$ cat src/rtl/status_xmit.sv
// -----------------------------------------------------------------------------
// status_xmit -- uplink serial status transmitter
//
// Purpose:
//   Return path of the downlink command receiver. It sends fault, self-check
//   and heartbeat frames from the PWM/driver board to the upper controller on
//   one wire. Three request sources are arbitrated with fixed priority:
//   fault > check > heartbeat. Priority is evaluated only when a frame is
//   loaded. Requests that arrive while a frame is in flight stay pending.
//
//   Frame, LSB first:
//     start(0), code[3:0], payload[15:0], [parity], stop(1)
//   This is followed by GAP_BITS idle bit-times.
//   Codes: 4'hA fault, 4'h5 check, 4'h3 heartbeat.
//
// Configuration macro:
//   PARITY_EN -- when defined, an even-parity bit over code+payload (20 bits)
//                follows the data bits, giving a 23-bit frame. When undefined,
//                the frame is 22 bits and there is no parity state.
//
// Parameters:
//   HB_DIV    clocks between heartbeat requests (>=1)
//   GAP_BITS  minimum idle bit-times between frames (>=1)
//
// Ports:
//   clk         system clock
//   rst         asynchronous reset, active-high
//   t[19:0]     bit period in clocks; values below 2 behave as 2;
//               latched at frame load
//   fault       global fault, level
//   fault1..4   per-leg driver faults, level
//   lockn       sync-lock status, reported in the heartbeat payload
//   check_data  self-check result word
//   check_vld   check_data valid; the source holds it until check_ack
//   check_ack   one-cycle pulse: check_data has been captured
//   txd         serial line, idle high
//   busy        high from frame load until the end of the inter-frame gap
// -----------------------------------------------------------------------------
module status_xmit #(
  parameter int HB_DIV   = 1000000,
  parameter int GAP_BITS = 2
) (
  input  logic        clk,
  input  logic        rst,
  input  logic [19:0] t,
  input  logic        fault,
  input  logic        fault1,
  input  logic        fault2,
  input  logic        fault3,
  input  logic        fault4,
  input  logic        lockn,
  input  logic [15:0] check_data,
  input  logic        check_vld,
  output logic        check_ack,
  output logic        txd,
  output logic        busy
);

  localparam int              HBW      = (HB_DIV > 1) ? $clog2(HB_DIV) : 1;
  localparam logic [HBW-1:0]  HB_LAST  = HBW'(HB_DIV - 1);
  localparam int              GW       = $clog2(GAP_BITS + 1);
  localparam logic [GW-1:0]   GAP_LAST = GW'(GAP_BITS - 1);
  localparam logic [4:0]      LAST_BIT = 5'd19;

  localparam logic [3:0] CODE_FAULT = 4'hA;
  localparam logic [3:0] CODE_CHECK = 4'h5;
  localparam logic [3:0] CODE_HB    = 4'h3;

  typedef enum logic [2:0] {
    S_IDLE,
    S_START,
    S_DATA,
`ifdef PARITY_EN
    S_PAR,
`endif
    S_STOP,
    S_GAP
  } state_t;

  // Bit period saturates at 2 clocks so that every state lasts at least
  // two cycles and the bit-end compare below never underflows.
  function automatic logic [19:0] clamp_period(input logic [19:0] p);
    return (p < 20'd2) ? 20'd2 : p;
  endfunction

  state_t          state_q;
  logic            txd_q;
  logic            busy_q;
  logic            ack_q;
  logic [7:0]      seq_q;
  logic [4:0]      sticky_q;
  logic            fpend_q;
  logic            hbpend_q;
  logic [HBW-1:0]  hbcnt_q;
  logic [4:0]      fprev_q;
  logic            vld_q;
  logic [19:0]     cnt_q;
  logic [19:0]     tlat_q;
  logic [19:0]     sh_q;
  logic [4:0]      bitn_q;
  logic [GW-1:0]   gapn_q;
`ifdef PARITY_EN
  logic            par_q;
`endif

  logic [4:0]      fin;
  logic [4:0]      fedge;
  logic [4:0]      sticky_d;
  logic            fpend_d;
  logic            hbpend_d;
  logic [HBW-1:0]  hbcnt_d;
  logic            hb_exp;
  logic            idle;
  logic            ld_fault;
  logic            ld_check;
  logic            ld_hb;
  logic            load;
  logic            bit_end;
  logic [3:0]      code_sel;
  logic [15:0]     pay_sel;

  assign fin   = {fault4, fault3, fault2, fault1, fault};
  // fprev_q resets to all ones, so an input that is already high at reset
  // release does not look like a rising edge.
  assign fedge = fin & ~fprev_q;

  // The check request is taken from a registered copy of check_vld. A fault
  // edge that coincides with check_vld therefore becomes pending in the same
  // cycle as the check request, and the fault wins arbitration.
  assign idle     = (state_q == S_IDLE);
  assign ld_fault = idle & fpend_q;
  assign ld_check = idle & ~fpend_q & vld_q;
  assign ld_hb    = idle & ~fpend_q & ~vld_q & hbpend_q;
  assign load     = ld_fault | ld_check | ld_hb;

  // The load clears the sticky bits it reports. An edge in the same cycle is
  // OR'd in afterwards, so it survives for the next fault frame.
  assign sticky_d = (ld_fault ? 5'b0 : sticky_q) | fedge;
  assign fpend_d  = (fpend_q & ~ld_fault) | (|fedge);

  // Free-running heartbeat divider. An expiry while a heartbeat is already
  // pending has no further effect.
  assign hb_exp   = (hbcnt_q == HB_LAST);
  assign hbcnt_d  = hb_exp ? '0 : hbcnt_q + 1'b1;
  assign hbpend_d = (hbpend_q & ~ld_hb) | hb_exp;

  assign bit_end = (cnt_q == (tlat_q - 20'd1));

  always_comb begin
    code_sel = CODE_HB;
    pay_sel  = {lockn, 7'b0, seq_q};
    if (fpend_q) begin
      code_sel = CODE_FAULT;
      pay_sel  = {11'b0, sticky_q};
    end else if (vld_q) begin
      code_sel = CODE_CHECK;
      pay_sel  = check_data;
    end
  end

  always_ff @(posedge clk or posedge rst) begin
    if (rst) begin
      state_q  <= S_IDLE;
      txd_q    <= 1'b1;
      busy_q   <= 1'b0;
      ack_q    <= 1'b0;
      seq_q    <= 8'd0;
      sticky_q <= 5'b0;
      fpend_q  <= 1'b0;
      hbpend_q <= 1'b0;
      hbcnt_q  <= '0;
      fprev_q  <= 5'b11111;
      vld_q    <= 1'b0;
      cnt_q    <= 20'd0;
      tlat_q   <= 20'd2;
      sh_q     <= 20'd0;
      bitn_q   <= 5'd0;
      gapn_q   <= '0;
`ifdef PARITY_EN
      par_q    <= 1'b0;
`endif
    end else begin
      fprev_q  <= fin;
      vld_q    <= check_vld;
      sticky_q <= sticky_d;
      fpend_q  <= fpend_d;
      hbcnt_q  <= hbcnt_d;
      hbpend_q <= hbpend_d;
      ack_q    <= ld_check;

      case (state_q)
        S_IDLE: begin
          if (load) begin
            sh_q    <= {pay_sel, code_sel};
`ifdef PARITY_EN
            par_q   <= ^{pay_sel, code_sel};
`endif
            tlat_q  <= clamp_period(t);
            cnt_q   <= 20'd0;
            txd_q   <= 1'b0;
            busy_q  <= 1'b1;
            state_q <= S_START;
          end
        end

        S_START: begin
          if (bit_end) begin
            cnt_q   <= 20'd0;
            txd_q   <= sh_q[0];
            sh_q    <= {1'b0, sh_q[19:1]};
            bitn_q  <= 5'd0;
            state_q <= S_DATA;
          end else begin
            cnt_q <= cnt_q + 20'd1;
          end
        end

        S_DATA: begin
          if (bit_end) begin
            cnt_q <= 20'd0;
            if (bitn_q == LAST_BIT) begin
`ifdef PARITY_EN
              txd_q   <= par_q;
              state_q <= S_PAR;
`else
              txd_q   <= 1'b1;
              state_q <= S_STOP;
`endif
            end else begin
              bitn_q <= bitn_q + 5'd1;
              txd_q  <= sh_q[0];
              sh_q   <= {1'b0, sh_q[19:1]};
            end
          end else begin
            cnt_q <= cnt_q + 20'd1;
          end
        end

`ifdef PARITY_EN
        S_PAR: begin
          if (bit_end) begin
            cnt_q   <= 20'd0;
            txd_q   <= 1'b1;
            state_q <= S_STOP;
          end else begin
            cnt_q <= cnt_q + 20'd1;
          end
        end
`endif

        S_STOP: begin
          if (bit_end) begin
            cnt_q   <= 20'd0;
            seq_q   <= seq_q + 8'd1;
            gapn_q  <= '0;
            state_q <= S_GAP;
          end else begin
            cnt_q <= cnt_q + 20'd1;
          end
        end

        S_GAP: begin
          if (bit_end) begin
            cnt_q <= 20'd0;
            if (gapn_q == GAP_LAST) begin
              busy_q  <= 1'b0;
              state_q <= S_IDLE;
            end else begin
              gapn_q <= gapn_q + 1'b1;
            end
          end else begin
            cnt_q <= cnt_q + 20'd1;
          end
        end

        default: begin
          txd_q   <= 1'b1;
          busy_q  <= 1'b0;
          state_q <= S_IDLE;
        end
      endcase
    end
  end

  assign txd       = txd_q;
  assign busy      = busy_q;
  assign check_ack = ack_q;

endmodule

$ cat config.mk
export PLATFORM = sky130hd
export DESIGN_NAME = status_xmit
export DESIGN_NICKNAME = d
export VERILOG_FILES = /design/src/rtl/status_xmit.sv
export SDC_FILE = /design/constraint.sdc
export NUM_CORES = 1
export LEC_CHECK = 0
export BUFFER_PORTS_ARGS = -buffer_cell sky130_fd_sc_hd__buf_2
export CAP_MARGIN = 20
export CORE_MARGIN = 3
export CORE_UTILIZATION = 65
export CTS_BUF_LIST = sky130_fd_sc_hd__clkbuf_8 sky130_fd_sc_hd__clkbuf_16
export DETAILED_ROUTE_END_ITERATION = 10
export GPL_ROUTABILITY_DRIVEN = 0
export PLACE_DENSITY_LB_ADDON = 0.12
export SLEW_MARGIN = 20
export SYNTH_ARGS = -nofsm -noshare
export SYNTH_HDL_FRONTEND = slang
export SYNTH_SLANG_ARGS = --single-unit
$ cat constraint.sdc
create_clock -name clk -period 10 [get_ports clk]
set_input_delay 1.5 -clock clk [delete_from_list [all_inputs] [get_ports clk]]
set_output_delay 1.5 -clock clk [all_outputs]
set_load 0.02 [all_outputs]
# Yosys cells after proc, flatten, opt, wreduce, memory -nomap -nowiden
# Index checks and enable logic that the tools add are counted.
classes:
  add_sub_neg: 6
  magnitude_cmp: 1
  n_eq_ne: 17
  n_mux: 40
  n_bitwise: 20
  n_reduce_logical: 18
ops:
  columns: ["op", "n"]
  rows:
  - ["20-bit 2-to-1 mux", 8]
  - ["20-bit case mux with 3 select lines", 1]
  - ["20-bit by 1-bit adder with 20-bit output (second input constant)", 2]
  - ["20-bit case mux with 2 select lines", 1]
  - ["16-bit 2-to-1 mux", 2]
  - ["3-bit 2-to-1 mux", 8]
  - ["20-bit equality test", 1]
  - ["20-bit equality test (second input constant)", 1]
  - ["20-bit by 2-bit < comparator with 1-bit output (second input constant)", 1]
  - ["5-bit 2-to-1 mux", 4]
  - ["20-bit by 1-bit subtractor with 20-bit output (second input constant)", 1]
  - ["2-bit inequality test (second input constant)", 8]
  - ["4-bit AND reduction", 4]
  - ["3-bit case mux with 5 select lines", 1]
  - ["5-bit case mux with 2 select lines", 1]
  - ["8-bit by 1-bit adder with 8-bit output (second input constant)", 1]
  - ["1-bit AND", 7]
  - ["1-bit 2-to-1 mux", 7]
  - ["7-bit AND reduction", 1]
  - ["3-bit by 2-bit equality test with 1-bit output (second input constant)", 2]
  - ["2-bit 2-to-1 mux", 3]
  - ["1-bit inverter", 6]
  - ["2-bit AND reduction", 3]
  - ["2-bit nonzero test", 3]
  - ["22 further kinds", 25]
word_totals:
  regBits: 114
  in_bits: 45
  out_inout_bits: 3
  elab_cells: 118

# Logic depth before layout (Yosys ltp)
depth:
  depth_word: 7
  ltp_mapped: 12
  depth_no_buf: 10

# Least setup slack after synthesis
# No wires, ideal clock.
synth_path:
  path_type: "register -> register"
  startpoint: "register tlat_q[1]"
  endpoint: "register bitn_q[3]"
  setup_time_ps: 95
  t_arrival_ps: 2963
  required_time_ps: 9905
  slack_ps: 6942
  path_stages_with_launch: 12
  path_buffers: 1
  synth_period_minus_slack_ps: 3058
  path_cell_list: "dfstp_2 > inv_1 > ha_1 > o21ba_2 > a221oi_1 > o221ai_1 > nor4_1 > nand4_1 > or4_1 > buf_2 > or3_4 > o31ai_1"
synth_between:
  elab_chain_len: 4
  word_cells_on_any_way: 5
  cone_classes: "add/sub (1); eq/ne (3); reduce/logical (1)"
synth_lines:
  columns: ["item", "line", "rtl"]
  rows:
  - ["start, declared", "98", "logic [19:0] tlat_q;"]
  - ["start signal, assigned", "198", "tlat_q <= clamp_period(t);"]
  - ["20-bit by 1-bit subtractor with 20-bit output *", "147", "assign bit_end = (cnt_q == (tlat_q - 20'd1));"]
  - ["20-bit equality test *", "147", null]
  - ["2-bit inequality test (no line)", null, null]
  - ["4-bit AND reduction (no line) *", null, null]
  - ["end signal, assigned", "230", "bitn_q <= bitn_q + 5'd1;"]
  - ["end, declared", "100", "logic [4:0] bitn_q;"]
# Mark *: on every way between the ends. The rest lies on a longest branch, timed or not.
# A chain may end at the register's enable or synchronous reset.

# Worst setup path in the final report
layout_path:
  startpoint: "register tlat_q[0]"
  endpoint: "register bitn_q[3]"
# Same word-level chain as after synthesis.

==> results.md <==
| Quantity | This run |
| --- | --- |
| CTS Hold Buffers Added | 0 |
| Post-DP HPWL | 9.69 mm |
| Internal reg-to-reg setup slack | 6520 ps |
| Area of the mapped netlist | 6140 µm² |
| Die boundary height | 103 µm |
| TritonRoute pass-1 iters | 5 |
| Detailed-routing wirelength on met1 | 6.03 mm |
| Total die area | 10700 µm² |
| Io pins | 48 |
| Share of post-route cells with drive strength above 1 | 19.4% |
| RSZ-0062 raised after global routing | false |
| Synthesized netlist cell count | 621 |
| Run status | complete, no violations |
| Power density over the cells | 170 nW/µm² |
| Met2 wire length | 7.20 mm |
| Max VDD drop | 0.162 mV |
| Final Hold Slack | 479 ps |
| Number of global-route vias before repair | 5010 |
| Number of setup buffers added after CTS | 0 |
| Origin of the critical flop-to-flop path | tlat_q[0] |
| Worst path arrival time | 3910 ps |
| Fraction of synthesis flops using an asynchronous set or reset pin | 100% |
| Slew margin rel. | 36.7% |
| Wire length of the first global-routing pass | 23.4 mm |
| Number of endpoints failing setup at the final stage | 0 |
| Start-to-end type of the worst setup path | reg -> reg |
| Post-route core utilization | 78.9% |
| Overall Global Routing Usage | 28.3% |
| Clock slew at reported path FFs | 60 ps |
| Kind of end point of the critical path | register |
| FF+latch count, synth | 114 |
| Row count | 34 |
| Final setup TNS | 0 ps |
| Buffer depth of the longest clock path | 2 |
| Via count of the routed design | 5077 |
| Type of origin of the critical path | register |
| Class of the tightest hold or removal check | reg -> reg |
| Antenna-violating nets left | 0 |
| Post-cts repair resize count | 0 |
| Path depth of the worst reg2reg path | 10 |
| Buffer cell driving the clock tree root | sky130_fd_sc_hd__clkbuf_8 |
| Number of library cell types mapped by synthesis | 57 |
| Main synth FF type | sky130_fd_sc_hd__dfrtp_1 |
| Diode count | 0 |
| Clock tree from TritonCTS | done |
| Sum of met3 wire segment lengths after detailed routing | 708 µm |
| Clk sink count | 114 |
| Max Fclk | 0.287 GHz |
| Worst Max-Slew Pin Slew | 947 ps |
| Worst min-delay path startpoint | hbcnt_q[4] |
| Leading cell type in the layout, fill and taps excluded | sky130_fd_sc_hd__dfrtp_1 |
| Leakage power total | 0.00308 µW |
| Max Slew Vio Count | 0 |
| Max Used Layer | met4 |
| Clk_lat worst skew | 520 ps |
| Total congestion overflow | 0 |
| Endpoint with the worst hold slack | hbcnt_q[4] |
| Minimum clock period | 3480 ps |
| Number of hold-slack violations in the final timing report | 0 |
| Layout Nets | 712 |
| Post-synthesis sequential area ratio | 46.6% |
| Placed Cells incl. Taps | 750 |
| EDFF count, synth | 0 |
| Most frequent cells in the layout | sky130_fd_sc_hd__dfrtp_1 (107), sky130_fd_sc_hd__nand2_1 (57), sky130_fd_sc_hd__buf_2 (47) |
| Maximum fanout encountered on the critical timing path | 6 |
| First DRT Iteration DRCs | 371 |
| R2r endpoint | bitn_q[3] |
| Port Buffers | 47 |
| Area of the placeable core | 8930 µm² |
| Worst hold path stage count | 1 |
| Count of non-filler cells in the finished layout | 782 |
| Area growth, synth to finish | 14.8% |
| Chip width | 103 µm |
| Number of nets produced by synthesis | 672 |
| Total detailed-routing wirelength | 14.3 mm |
| Total of warnings raised by yosys | 0 |
| Wire per inst | 18.3 µm |
| Starting utilization of the core area | 68.8% |
| Number of buffers created by CTS | 17 |
| Final worst clock skew | 6.26 ps |
| DRC violations left | 0 |
| Maximum number of pins on one net before global-route repair | 69 |
| Vias per cell | 6.49 |
| Final period utilization | 34.8% |
| Required time at the worst-slack endpoint | 10420 ps |
| CTS HTree Levels | 4 |
| Synthesized area divided by synthesized cell count | 9.89 µm² |
| Antenna violations before repair | 0 |
| Maxcap violations | 0 |
[cell usage after synthesis, types with 2 or more instances]
cell type	n	share of area, %
sky130_fd_sc_hd__o31ai_1	7	0.86
sky130_fd_sc_hd__xnor2_1	27	3.8
sky130_fd_sc_hd__o21ba_2	2	0.33
sky130_fd_sc_hd__mux2_2	19	3.5
sky130_fd_sc_hd__nor2b_1	4	0.41
sky130_fd_sc_hd__a22o_1	10	1.4
sky130_fd_sc_hd__nor2_1	47	2.9
sky130_fd_sc_hd__or4_4	3	0.55
sky130_fd_sc_hd__a211oi_1	11	1.3
sky130_fd_sc_hd__dfstp_2	7	3.0
sky130_fd_sc_hd__a221oi_1	8	1.1
sky130_fd_sc_hd__or2_2	6	0.61
sky130_fd_sc_hd__a21oi_1	7	0.57
sky130_fd_sc_hd__nor4_1	16	1.6
sky130_fd_sc_hd__mux2i_1	13	2.1
sky130_fd_sc_hd__clkbuf_1	26	1.6
sky130_fd_sc_hd__and2_1	4	0.41
sky130_fd_sc_hd__a31oi_1	9	0.92
sky130_fd_sc_hd__dfrtp_1	107	44
sky130_fd_sc_hd__nor3b_1	2	0.24
sky130_fd_sc_hd__nor3_1	18	1.5
sky130_fd_sc_hd__or3_1	4	0.41
sky130_fd_sc_hd__ha_1	6	1.2
sky130_fd_sc_hd__a22oi_1	2	0.24
sky130_fd_sc_hd__inv_1	18	1.1
sky130_fd_sc_hd__and3_1	13	1.3
sky130_fd_sc_hd__nor4_2	2	0.41
sky130_fd_sc_hd__nor4b_1	2	0.29
sky130_fd_sc_hd__buf_1	3	0.18
sky130_fd_sc_hd__nand4_1	16	1.6
sky130_fd_sc_hd__nand3_1	30	2.4
sky130_fd_sc_hd__and4_1	2	0.29
sky130_fd_sc_hd__or3_4	2	0.37
sky130_fd_sc_hd__xor2_1	27	3.8
sky130_fd_sc_hd__or4_1	4	0.49
sky130_fd_sc_hd__a2bb2oi_1	19	2.7
sky130_fd_sc_hd__o211ai_1	3	0.37
sky130_fd_sc_hd__o21ai_0	20	1.6
sky130_fd_sc_hd__nand2b_1	8	0.81
sky130_fd_sc_hd__nand2_1	57	3.5
sky130_fd_sc_hd__o211a_1	2	0.33
sky130_fd_sc_hd__o311ai_0	5	0.71
sky130_fd_sc_hd__o21bai_1	3	0.37
sky130_fd_sc_hd__o2bb2ai_1	7	1.0
[logic make-up (layout without fill, tap and decap cells)]
kind of cell	after synthesis	after routing	share of synthesized area, %
xor gates and xnor gates	54	54	7.70
adders and majority gates	6	6	1.22
and+or+nand+nor	246	246	21.1
buffers and inverters	49	102	3.14
muxes	32	32	5.60
AOI/OAI and AO/OA	120	120	14.6
DFF	114	114	46.6
[stage by stage]
stage | total power, µW | cell area [µm²] | setup slack (ps)
6_report | 1200 | 7050 | 6520
5_1_grt | 1240 | 7050 | 6290
4_1_cts | 1200 | 7050 | 6560
3_5_place_dp | 577 | 6440 | 6560
3_3_place_gp | 573 | 6440 | 6730
2_1_floorplan | 550 | 6140 | 5500
[sequential cells by signal, summed over array words and instances (netlist names)]
register	flops
bitn_q	5
busy	1
check_ack	1
cnt_q	20
fpend_q	1
fprev_q	5
gapn_q	2
hbcnt_q	20
hbpend_q	1
seq_q	8
sh_q	20
state_q	3
sticky_q	5
tlat_q	20
txd	1
vld_q	1
[final cells by class]
| class | instances | area, µm² |
|---|---|---|
| flip-flops and latches | 114 | 2860 |
| fillers | 596 | 1880 |
| clock inverters | 14 | 186 |
| clock buffers | 18 | 428 |
| multi-input cells | 458 | 3100 |
| inverters | 18 | 70.1 |
| repair buffers | 52 | 273 |
| well taps | 108 | 135 |
[worst max-delay path by stage]
stage | startpoint | endpoint | slack [ps] | cells past startpoint
2_1_floorplan | rst | bitn_q[0] | 5500 | 1
3_3_place_gp | tlat_q[1] | bitn_q[3] | 6730 | 10
3_5_place_dp | tlat_q[1] | bitn_q[3] | 6560 | 10
4_1_cts | tlat_q[0] | bitn_q[3] | 6560 | 10
5_1_grt | state_q[0] | tlat_q[12] | 6290 | 7
6_report | tlat_q[0] | bitn_q[3] | 6520 | 10
[metal layers]
layer	up-vias	track usage, %
met3	33	6.77
met4	0	11.9
met2	175	46.0
li1	2368	-
met1	2501	36.6
met5	-	0
[worst max-delay path, cell delays in order (launching register included)]
cell,delay [ps]
sky130_fd_sc_hd__dfrtp_1,420
sky130_fd_sc_hd__inv_1,80
sky130_fd_sc_hd__ha_1,240
sky130_fd_sc_hd__nor4b_1,480
sky130_fd_sc_hd__and3_1,240
sky130_fd_sc_hd__a21oi_1,90
sky130_fd_sc_hd__nor4_1,490
sky130_fd_sc_hd__nand4_1,140
sky130_fd_sc_hd__or4_1,550
sky130_fd_sc_hd__or3_4,430
sky130_fd_sc_hd__o31ai_1,220
[where the power goes]
group	total, µW	leakage, µW	switching (µW)	internal (µW)
logic	71.3	0.00137	38.8	32.5
registers	500	0.00142	23.5	476
clock network	627	0.000295	217	410
total	1200	0.00308	279	919
Power figures use the tool's default switching activity.
